$ cat src/rtl/mult_operand_sequencer_if.sv
// Bus bundle between the operand sequencer, its upstream producer, the sequential
// multiplier and the downstream product consumer.
interface mult_operand_sequencer_if;
    logic        in_valid;
    logic        in_ready;
    logic [7:0]  in_a;
    logic [7:0]  in_b;
    logic        mul_load;
    logic [7:0]  mul_a;
    logic [7:0]  mul_b;
    logic [15:0] mul_product;
    logic        mul_valid;
    logic        out_valid;
    logic        out_ready;
    logic [15:0] out_product;

    modport master (
        input  in_valid, in_a, in_b, mul_product, mul_valid, out_ready,
        output in_ready, mul_load, mul_a, mul_b, out_valid, out_product
    );

    modport slave (
        output in_valid, in_a, in_b, mul_product, mul_valid, out_ready,
        input  in_ready, mul_load, mul_a, mul_b, out_valid, out_product
    );
endinterface

$ cat src/rtl/mult_operand_sequencer.sv
// Queues operand pairs and feeds them one at a time to a sequential multiplier,
// capturing each product (or aborting on timeout) before issuing the next.
module mult_operand_sequencer #(
    parameter int unsigned DEPTH   = 4,
    parameter int unsigned TIMEOUT = 15
) (
    input  logic                          clk,
    input  logic                          asyn_rst,
    mult_operand_sequencer_if.master      bus,
    output logic [$clog2(DEPTH+1)-1:0]    fifo_count,
    output logic                          timeout_err
);

    localparam int unsigned PtrW = $clog2(DEPTH);
    localparam int unsigned CntW = $clog2(DEPTH + 1);
    localparam int unsigned TmrW = $clog2(TIMEOUT + 1);

    typedef enum logic [1:0] {StIdle, StLoad, StWait, StHold} state_e;

    state_e            state_q, state_d;
    logic [PtrW-1:0]   wr_ptr_q, rd_ptr_q;
    logic [CntW-1:0]   count_q, count_d;
    logic [TmrW-1:0]   timer_q, timer_d;
    logic [7:0]        mul_a_q, mul_a_d;
    logic [7:0]        mul_b_q, mul_b_d;
    logic              out_valid_q, out_valid_d;
    logic [15:0]       out_product_q, out_product_d;
    logic              timeout_err_q, timeout_err_d;
    logic [15:0]       mem_q [DEPTH];
    logic              push, pop;

    assign bus.in_ready    = (count_q < CntW'(DEPTH));
    assign bus.mul_load    = (state_q == StLoad);
    assign bus.mul_a       = mul_a_q;
    assign bus.mul_b       = mul_b_q;
    assign bus.out_valid   = out_valid_q;
    assign bus.out_product = out_product_q;
    assign fifo_count      = count_q;
    assign timeout_err     = timeout_err_q;

    assign push = bus.in_valid && bus.in_ready;

    // Operand storage carries no reset: pointers alone define which entries are live.
    always_ff @(posedge clk) begin
        if (push) begin
            mem_q[wr_ptr_q] <= {bus.in_a, bus.in_b};
        end
    end

    always_comb begin
        count_d = count_q;
        unique case ({push, pop})
            2'b10:   count_d = count_q + CntW'(1);
            2'b01:   count_d = count_q - CntW'(1);
            default: count_d = count_q;
        endcase
    end

    always_comb begin
        state_d       = state_q;
        timer_d       = timer_q;
        mul_a_d       = mul_a_q;
        mul_b_d       = mul_b_q;
        out_valid_d   = out_valid_q;
        out_product_d = out_product_q;
        timeout_err_d = 1'b0;
        pop           = 1'b0;
        unique case (state_q)
            StIdle: begin
                if (count_q != '0) begin
                    state_d = StLoad;
                    {mul_a_d, mul_b_d} = mem_q[rd_ptr_q];
                end
            end
            StLoad: begin
                pop     = 1'b1;
                timer_d = '0;
                state_d = StWait;
            end
            StWait: begin
                // A valid seen with timer == 0 is left over from the previous multiply.
                if ((timer_q != '0) && bus.mul_valid) begin
                    out_product_d = bus.mul_product;
                    out_valid_d   = 1'b1;
                    state_d       = StHold;
                end else if (timer_q == TmrW'(TIMEOUT - 1)) begin
                    timeout_err_d = 1'b1;
                    state_d       = StIdle;
                end else begin
                    timer_d = timer_q + TmrW'(1);
                end
            end
            StHold: begin
                if (out_valid_q && bus.out_ready) begin
                    out_valid_d = 1'b0;
                    state_d     = StIdle;
                end
            end
            default: state_d = StIdle;
        endcase
    end

    always_ff @(posedge clk or negedge asyn_rst) begin
        if (!asyn_rst) begin
            state_q       <= StIdle;
            wr_ptr_q      <= '0;
            rd_ptr_q      <= '0;
            count_q       <= '0;
            timer_q       <= '0;
            mul_a_q       <= '0;
            mul_b_q       <= '0;
            out_valid_q   <= 1'b0;
            out_product_q <= '0;
            timeout_err_q <= 1'b0;
        end else begin
            state_q       <= state_d;
            count_q       <= count_d;
            timer_q       <= timer_d;
            mul_a_q       <= mul_a_d;
            mul_b_q       <= mul_b_d;
            out_valid_q   <= out_valid_d;
            out_product_q <= out_product_d;
            timeout_err_q <= timeout_err_d;
            if (push) begin
                wr_ptr_q <= wr_ptr_q + PtrW'(1);
            end
            if (pop) begin
                rd_ptr_q <= rd_ptr_q + PtrW'(1);
            end
        end
    end

endmodule

$ cat src/flat_wrapper.sv
// flat-port wrapper written by rule: the top's interface ports become plain ports
module mult_operand_sequencer_flat 
#(
    parameter int unsigned DEPTH   = 4,
    parameter int unsigned TIMEOUT = 15
)
  (clk, asyn_rst, fifo_count, timeout_err, bus_in_valid, bus_in_a, bus_in_b, bus_mul_product, bus_mul_valid, bus_out_ready, bus_in_ready, bus_mul_load, bus_mul_a, bus_mul_b, bus_out_valid, bus_out_product);
  mult_operand_sequencer_if bus_i ();
  input  logic clk;
  input  logic asyn_rst;
  output logic [$clog2(DEPTH+1)-1:0] fifo_count;
  output logic timeout_err;
  input wire logic [$bits(bus_i.in_valid)-1:0] bus_in_valid;
  input wire logic [$bits(bus_i.in_a)-1:0] bus_in_a;
  input wire logic [$bits(bus_i.in_b)-1:0] bus_in_b;
  input wire logic [$bits(bus_i.mul_product)-1:0] bus_mul_product;
  input wire logic [$bits(bus_i.mul_valid)-1:0] bus_mul_valid;
  input wire logic [$bits(bus_i.out_ready)-1:0] bus_out_ready;
  output wire logic [$bits(bus_i.in_ready)-1:0] bus_in_ready;
  output wire logic [$bits(bus_i.mul_load)-1:0] bus_mul_load;
  output wire logic [$bits(bus_i.mul_a)-1:0] bus_mul_a;
  output wire logic [$bits(bus_i.mul_b)-1:0] bus_mul_b;
  output wire logic [$bits(bus_i.out_valid)-1:0] bus_out_valid;
  output wire logic [$bits(bus_i.out_product)-1:0] bus_out_product;
  assign bus_i.in_valid = bus_in_valid;
  assign bus_i.in_a = bus_in_a;
  assign bus_i.in_b = bus_in_b;
  assign bus_i.mul_product = bus_mul_product;
  assign bus_i.mul_valid = bus_mul_valid;
  assign bus_i.out_ready = bus_out_ready;
  assign bus_in_ready = bus_i.in_ready;
  assign bus_mul_load = bus_i.mul_load;
  assign bus_mul_a = bus_i.mul_a;
  assign bus_mul_b = bus_i.mul_b;
  assign bus_out_valid = bus_i.out_valid;
  assign bus_out_product = bus_i.out_product;
  mult_operand_sequencer #(.DEPTH(DEPTH), .TIMEOUT(TIMEOUT)) u_core (.clk(clk), .asyn_rst(asyn_rst), .bus(bus_i), .fifo_count(fifo_count), .timeout_err(timeout_err));
endmodule
$ cat config.mk
export PLATFORM = sky130hd
export DESIGN_NAME = mult_operand_sequencer_flat
export DESIGN_NICKNAME = d
export VERILOG_FILES = /design/src/rtl/mult_operand_sequencer_if.sv /design/src/rtl/mult_operand_sequencer.sv /design/src/flat_wrapper.sv
export SDC_FILE = /design/constraint.sdc
export NUM_CORES = 1
export LEC_CHECK = 0
export CAP_MARGIN = 30
export CORE_MARGIN = 10
export CORE_UTILIZATION = 47
export CTS_CLUSTER_SIZE = 24
export DETAILED_ROUTE_END_ITERATION = 16
export PLACE_DENSITY_LB_ADDON = 0.25
export SLEW_MARGIN = 20
export SYNTH_ARGS = -nofsm -noshare
export SYNTH_HDL_FRONTEND = slang
export SYNTH_SLANG_ARGS = --single-unit
$ cat constraint.sdc
create_clock -name clk -period 2.1 [get_ports clk]
set_clock_uncertainty 0.2 [all_clocks]
set_input_delay 0.42 -clock clk [delete_from_list [all_inputs] [get_ports clk]]
set_output_delay 0.42 -clock clk [all_outputs]
set_load 0.005 [all_outputs]
# After elaboration in Yosys (flattened, before gate mapping)
# Memory sizes are Yosys's and may differ from the RTL's. A register that Yosys moved wholly into a read port is not among the register bits.
# Cells that the tools add are included.
[totals]
elab_cells = 60
memories = 1
inputBits = 37
ramBits = 64
reg_bits = 31
[classes]
muxes = 18
n_addsub = 5
n_reduce_logical = 15
order_cmp = 1
eq_ne = 12
[memory_table]
columns = ["memory", "words", "word_bits", "rd", "rd_ports_with_merged_regs", "write_ports", "line_no", "text"]
rows = [
  ["u_core.mem_q", 4, 16, 1, 1, 1, "mult_operand_sequencer.sv:29", "logic [15:0] mem_q [DEPTH];"],
]
[ops]
columns = ["operator", "n"]
rows = [
  ["$reduce_and 3->1", 3],
  ["$mux 1", 8],
  ["$mux 2", 4],
  ["$mux 4", 2],
  ["$pmux 2 s4", 1],
  ["$pmux 4 s2", 1],
  ["$eq 2x2->1 const B", 3],
  ["$ne 2x1->1 const B", 3],
  ["$pmux 3 s2", 1],
  ["$reduce_bool 2->1", 3],
  ["$add 2x1->2 const B", 2],
  ["$add 4x1->4 const B", 1],
  ["$eq 2x1->1 const B", 2],
  ["$eq 4x4->1 const B", 1],
  ["$ne 2x2->1 const B", 2],
  ["$reduce_and 2->1", 2],
  ["$reduce_bool 4->1", 1],
  ["$add 3x1->3 const B", 1],
  ["$logic_and 1x1->1", 3],
  ["$lt 3x3->1 const B", 1],
  ["$ne 3x1->1 const B", 1],
  ["$reduce_bool 3->1", 1],
  ["$sub 3x1->3 const B", 1],
  ["$logic_not 2->1", 1],
  ["2 further kinds", 2],
]

# Longest topological paths before layout
[depth]
depth_word = 4
ltp_mapped = 9

# Worst setup path before layout
# Ideal clock, no wire load.
[synth_path]
kind = "register to register"
start = "register u_core.timer_q[0]"
end = "register u_core.state_q[1]"
path_buffers = 0
arrival_ps = 1762
setup_time_ps = 120
required_ps = 1780
stages_incl_launch_ff = 7
setup_slack_ps = 18
path_cell_list = "dfrtp_1 inv_1 ha_1 or3b_1 and3_4 o41a_1 a31o_2"
[synth_via]
elab_chain_cells = 4
elab_cells_between_ends = 7
cone_classes = "2 x eq/ne; 2 x mux; 3 x reduce/logical"
[synth_lines]
columns = ["item", "line_no", "text"]
rows = [
  ["from (decl)", "mult_operand_sequencer.sv:23", "logic [TmrW-1:0] timer_q, timer_d;"],
  ["from (signal assigned)", "mult_operand_sequencer.sv:118", "timer_q <= timer_d;"],
  ["$reduce_bool 4->1", "mult_operand_sequencer.sv:82", "if ((timer_q != '0) && bus.mul_valid) begin"],
  ["$logic_and 1x1->1", "mult_operand_sequencer.sv:82", ""],
  ["$mux 2 / $ne 3x1->1 (equally long branches)", "n/a", ""],
  ["$pmux 2 s4 / $reduce_and 3->1 (equally long branches)", "n/a", ""],
  ["to (signal assigned)", "mult_operand_sequencer.sv:105", "state_q <= StIdle;"],
  ["to (signal assigned)", "mult_operand_sequencer.sv:116", "state_q <= state_d;"],
  ["to (decl)", "mult_operand_sequencer.sv:20", "state_e state_q, state_d;"],
]
# Parallel ways exist; a longest one is shown, timed or not.
# A chain may end at the register's enable or synchronous reset.

# Worst setup path in the final report
# Same ends and word-level chain as after synthesis.

==> reports/qor.txt <==
Synth Area per Inst - 18.11 um2
Cell family with most CP delay - compound AO/OA/AOI/OAI gates
Worst hold path type - reg -> reg
Wire per inst - 18.29 um
Ys async rst share - 42.34%
Pre-antenna DRT Iters - 4
Hold Crit Depth - 1
Placer Congestion - 0.7563
Min-Delay Endpoint - u_core.bus.mul_b[3]
Status - completed
Sequential standard cell area - 3100 um2
Nets - 404
Site Rows - 35
Footprint of the multi-input gates - 1289 um2
Sequential share of the synthesized area - 69.81%
Clock Pin Slew Worst Setup and Hold Paths - 0.11 ns
Antenna fix cells - 0
Most common cell after layout, fill and taps aside - clkdlybuf4s50_1
Yosys warning count - 0
PortBufs - 75
RSZ-0062 raised after global routing - yes
Die area - 13730 um2
Mapped cell area - 4438 um2
Num CTS Buffers - 9
WP buf/inv - 1
Reg2reg end - u_core.state_q[1]
Switching share of power - 29.71%
Post-Syn Instances - 245
Layout cells sized above 1 - 30.92%
Post-route setup slack - 0.02694 ns
Maximum vdd drop - 612.5 uV
CTS tree - yes
Slowest CP cell - dfrtp_1
Overall Global Routing Usage - 13.19%
Psw - 2.277 mW
Fillers - 678
Wire length of the first global-routing pass - 13.57 mm
Leakage - 2.239 nW
H-tree depth - 3
# clock sinks - 111
Period utilization - 98.72%
DRC Markers - 0
GRT overflow - 0
I/O Pins - 76
Relative slew margins - 64.30%
Reg2reg start - u_core.timer_q[0]
Dpl ws - -0.1743 ns
Nature of the critical path endpoint - flip-flop
CP max stage delay - 0.40 ns
Longest Clk Path Bufs - 2
Final setup TNS - 0 ns
Power Density - 1321 nW/um2
Sequential fraction of design power - 42.3%
Max-Cap Viols - 0
Placed cells - 446
Post-synth EDFFs - 64
Critical Path RT - 2.16 ns
CP Max Fanout - 3
Vias - 2446
Final WL - 8.596 mm
Hold_sp - u_core.bus.mul_b[3]
Design area - 5803 um2
Area after DPL - 5502 um2
Die extent in y - 117.2 um
Initial antenna violation count - 0
Area of the core - 9196 um2
Final setup vio count - 0
Post-DP HPWL - 6.100 mm
Initial DRC Count - 79
WP data arrival - 2.14 ns
Initial Utilization - 48.26%
Tmin final - 2.073 ns
P_int - 5.388 mW
Slew @ Worst Pin - 0.5355 ns
R2R cell count - 6
Fmax - 482.4 MHz
Post-Layout Cell Count - 470
Clock power frac - 15.7%
Most frequent cells in the layout - clkdlybuf4s50_1 (73), edfxtp_1 (64), dfrtp_1 (45)
Number of global-route vias before repair - 2598
Final Hold Viols - 0
Vias/cell - 5.204
Yosys reg bits - 111
Combinational share of power - 41.9%
Post-Syn Nets - 295
Largest net degree at the start of global routing - 26
CTS root buf - clkbuf_8
Post-DRT Antenna Nets - 0
Reg2reg setup slack - 0.03 ns
Overall Power - 7.665 mW
Skew-Pair Late Insertion Delay - 0.37 ns
Fin. max-slew vios - 0
Die width - 117.2 um
Most common flop cell mapped by yosys - edfxtp_1
Layout area overhead - 30.76%
Setup crit start kind - flip-flop
Distinct cells, synth - 38
Worst setup path class - reg -> reg
Crit-path cells - inv_2 > ha_4 > or3b_4 > and3_4 > o41a_1 > a31o_2
-- per-layer routing --
layer	track usage (%)	share of wire, %
met3	4.485	6.0
met2	22.90	52
met1	15.07	41
met4	3.954	0.88
met5	0	0
-- cell families after synthesis --
kind of cell	synth area share, %
flops	69.81
mux	16.24
simple gates	3.637
buf+inv	2.199
compound gates	3.101
fa+ha+maj	3.834
xor+xnor	1.184
-- how the worst max path moves through the flow --
| stage | to | depth (start not counted) | startpoint |
|---|---|---|---|
| after floorplan | u_core.state_q[1] | 6 | u_core.timer_q[0] |
| after detailed placement | u_core.fifo_count[2] | 9 | bus_in_valid |
| after CTS | u_core.state_q[1] | 6 | u_core.timer_q[0] |
| final | u_core.state_q[1] | 6 | u_core.timer_q[0] |
| after global placement | u_core.fifo_count[2] | 9 | bus_in_valid |
| after global routing | u_core.state_q[1] | 6 | u_core.timer_q[0] |
-- power groups by stage --
stage | registers (mW) | clock network [mW] | logic [mW]
floorplan | 3.26 | 0 | 1.60
global placement | 3.28 | 0 | 3.01
detailed placement | 3.31 | 0 | 3.07
CTS | 3.27 | 1.24 | 3.18
global route | 3.32 | 1.34 | 3.53
finish | 3.24 | 1.21 | 3.22
-- cell usage after synthesis (2+ instances only) --
cell | instances | area [um2]
o21ai_0 | 4 | 20.02
a21boi_0 | 2 | 15.01
buf_2 | 4 | 20.02
nand2_1 | 8 | 30.03
o2bb2ai_1 | 2 | 17.52
edfxtp_1 | 64 | 1922
ha_1 | 12 | 150.1
mux4_2 | 16 | 360.4
xor2_1 | 2 | 17.52
nand2b_1 | 2 | 12.51
o31ai_1 | 2 | 15.01
inv_1 | 12 | 45.04
xnor2_1 | 4 | 35.03
a21oi_1 | 2 | 10.01
nor2_1 | 6 | 22.52
dfrtp_1 | 47 | 1176
mux2_2 | 32 | 360.4
and2_1 | 4 | 25.02
-- final cells by class --
type | instances | area share, %
clock buffer | 10 | 2.372
inverter | 12 | 0.7762
multi-input combinational | 114 | 22.21
tap | 111 | 2.393
timing repair buffer | 106 | 17.96
clock inverter | 6 | 0.8624
sequential | 111 | 53.43
-- sequential cells by signal, summed over array words and instances, names as in the netlist --
| name | cells |
|---|---|
| u_core.timeout_err | 1 |
| u_core.bus.out_product | 16 |
| u_core.rd_ptr_q | 2 |
| u_core.mem_q | 64 |
| u_core.fifo_count | 3 |
| u_core.wr_ptr_q | 2 |
| u_core.bus.out_valid | 1 |
| u_core.state_q | 2 |
| u_core.bus.mul_b | 8 |
| u_core.timer_q | 4 |
| u_core.bus.mul_a | 8 |
-- repair_timing --
action / CTS / global route
hold endpoints to repair: 22 / 0
pin swaps: 3 / 2
gates resized for setup: 8 / 8
setup endpoints to repair: 6 / 22
gates cloned: 0 / 0
setup buffers: 3 / 4
hold buffers: 1 / 0
-- stage by stage --
stage	util (%)	hold slack [ns]
after CTS	62.54	0.3184
after global routing	63.10	0.3389
after global placement	59.82	0.2395
final	63.10	0.3148
after detailed placement	59.82	0.2381
after floorplan	-	-0.07559
(Power assumes the default switching activity.)
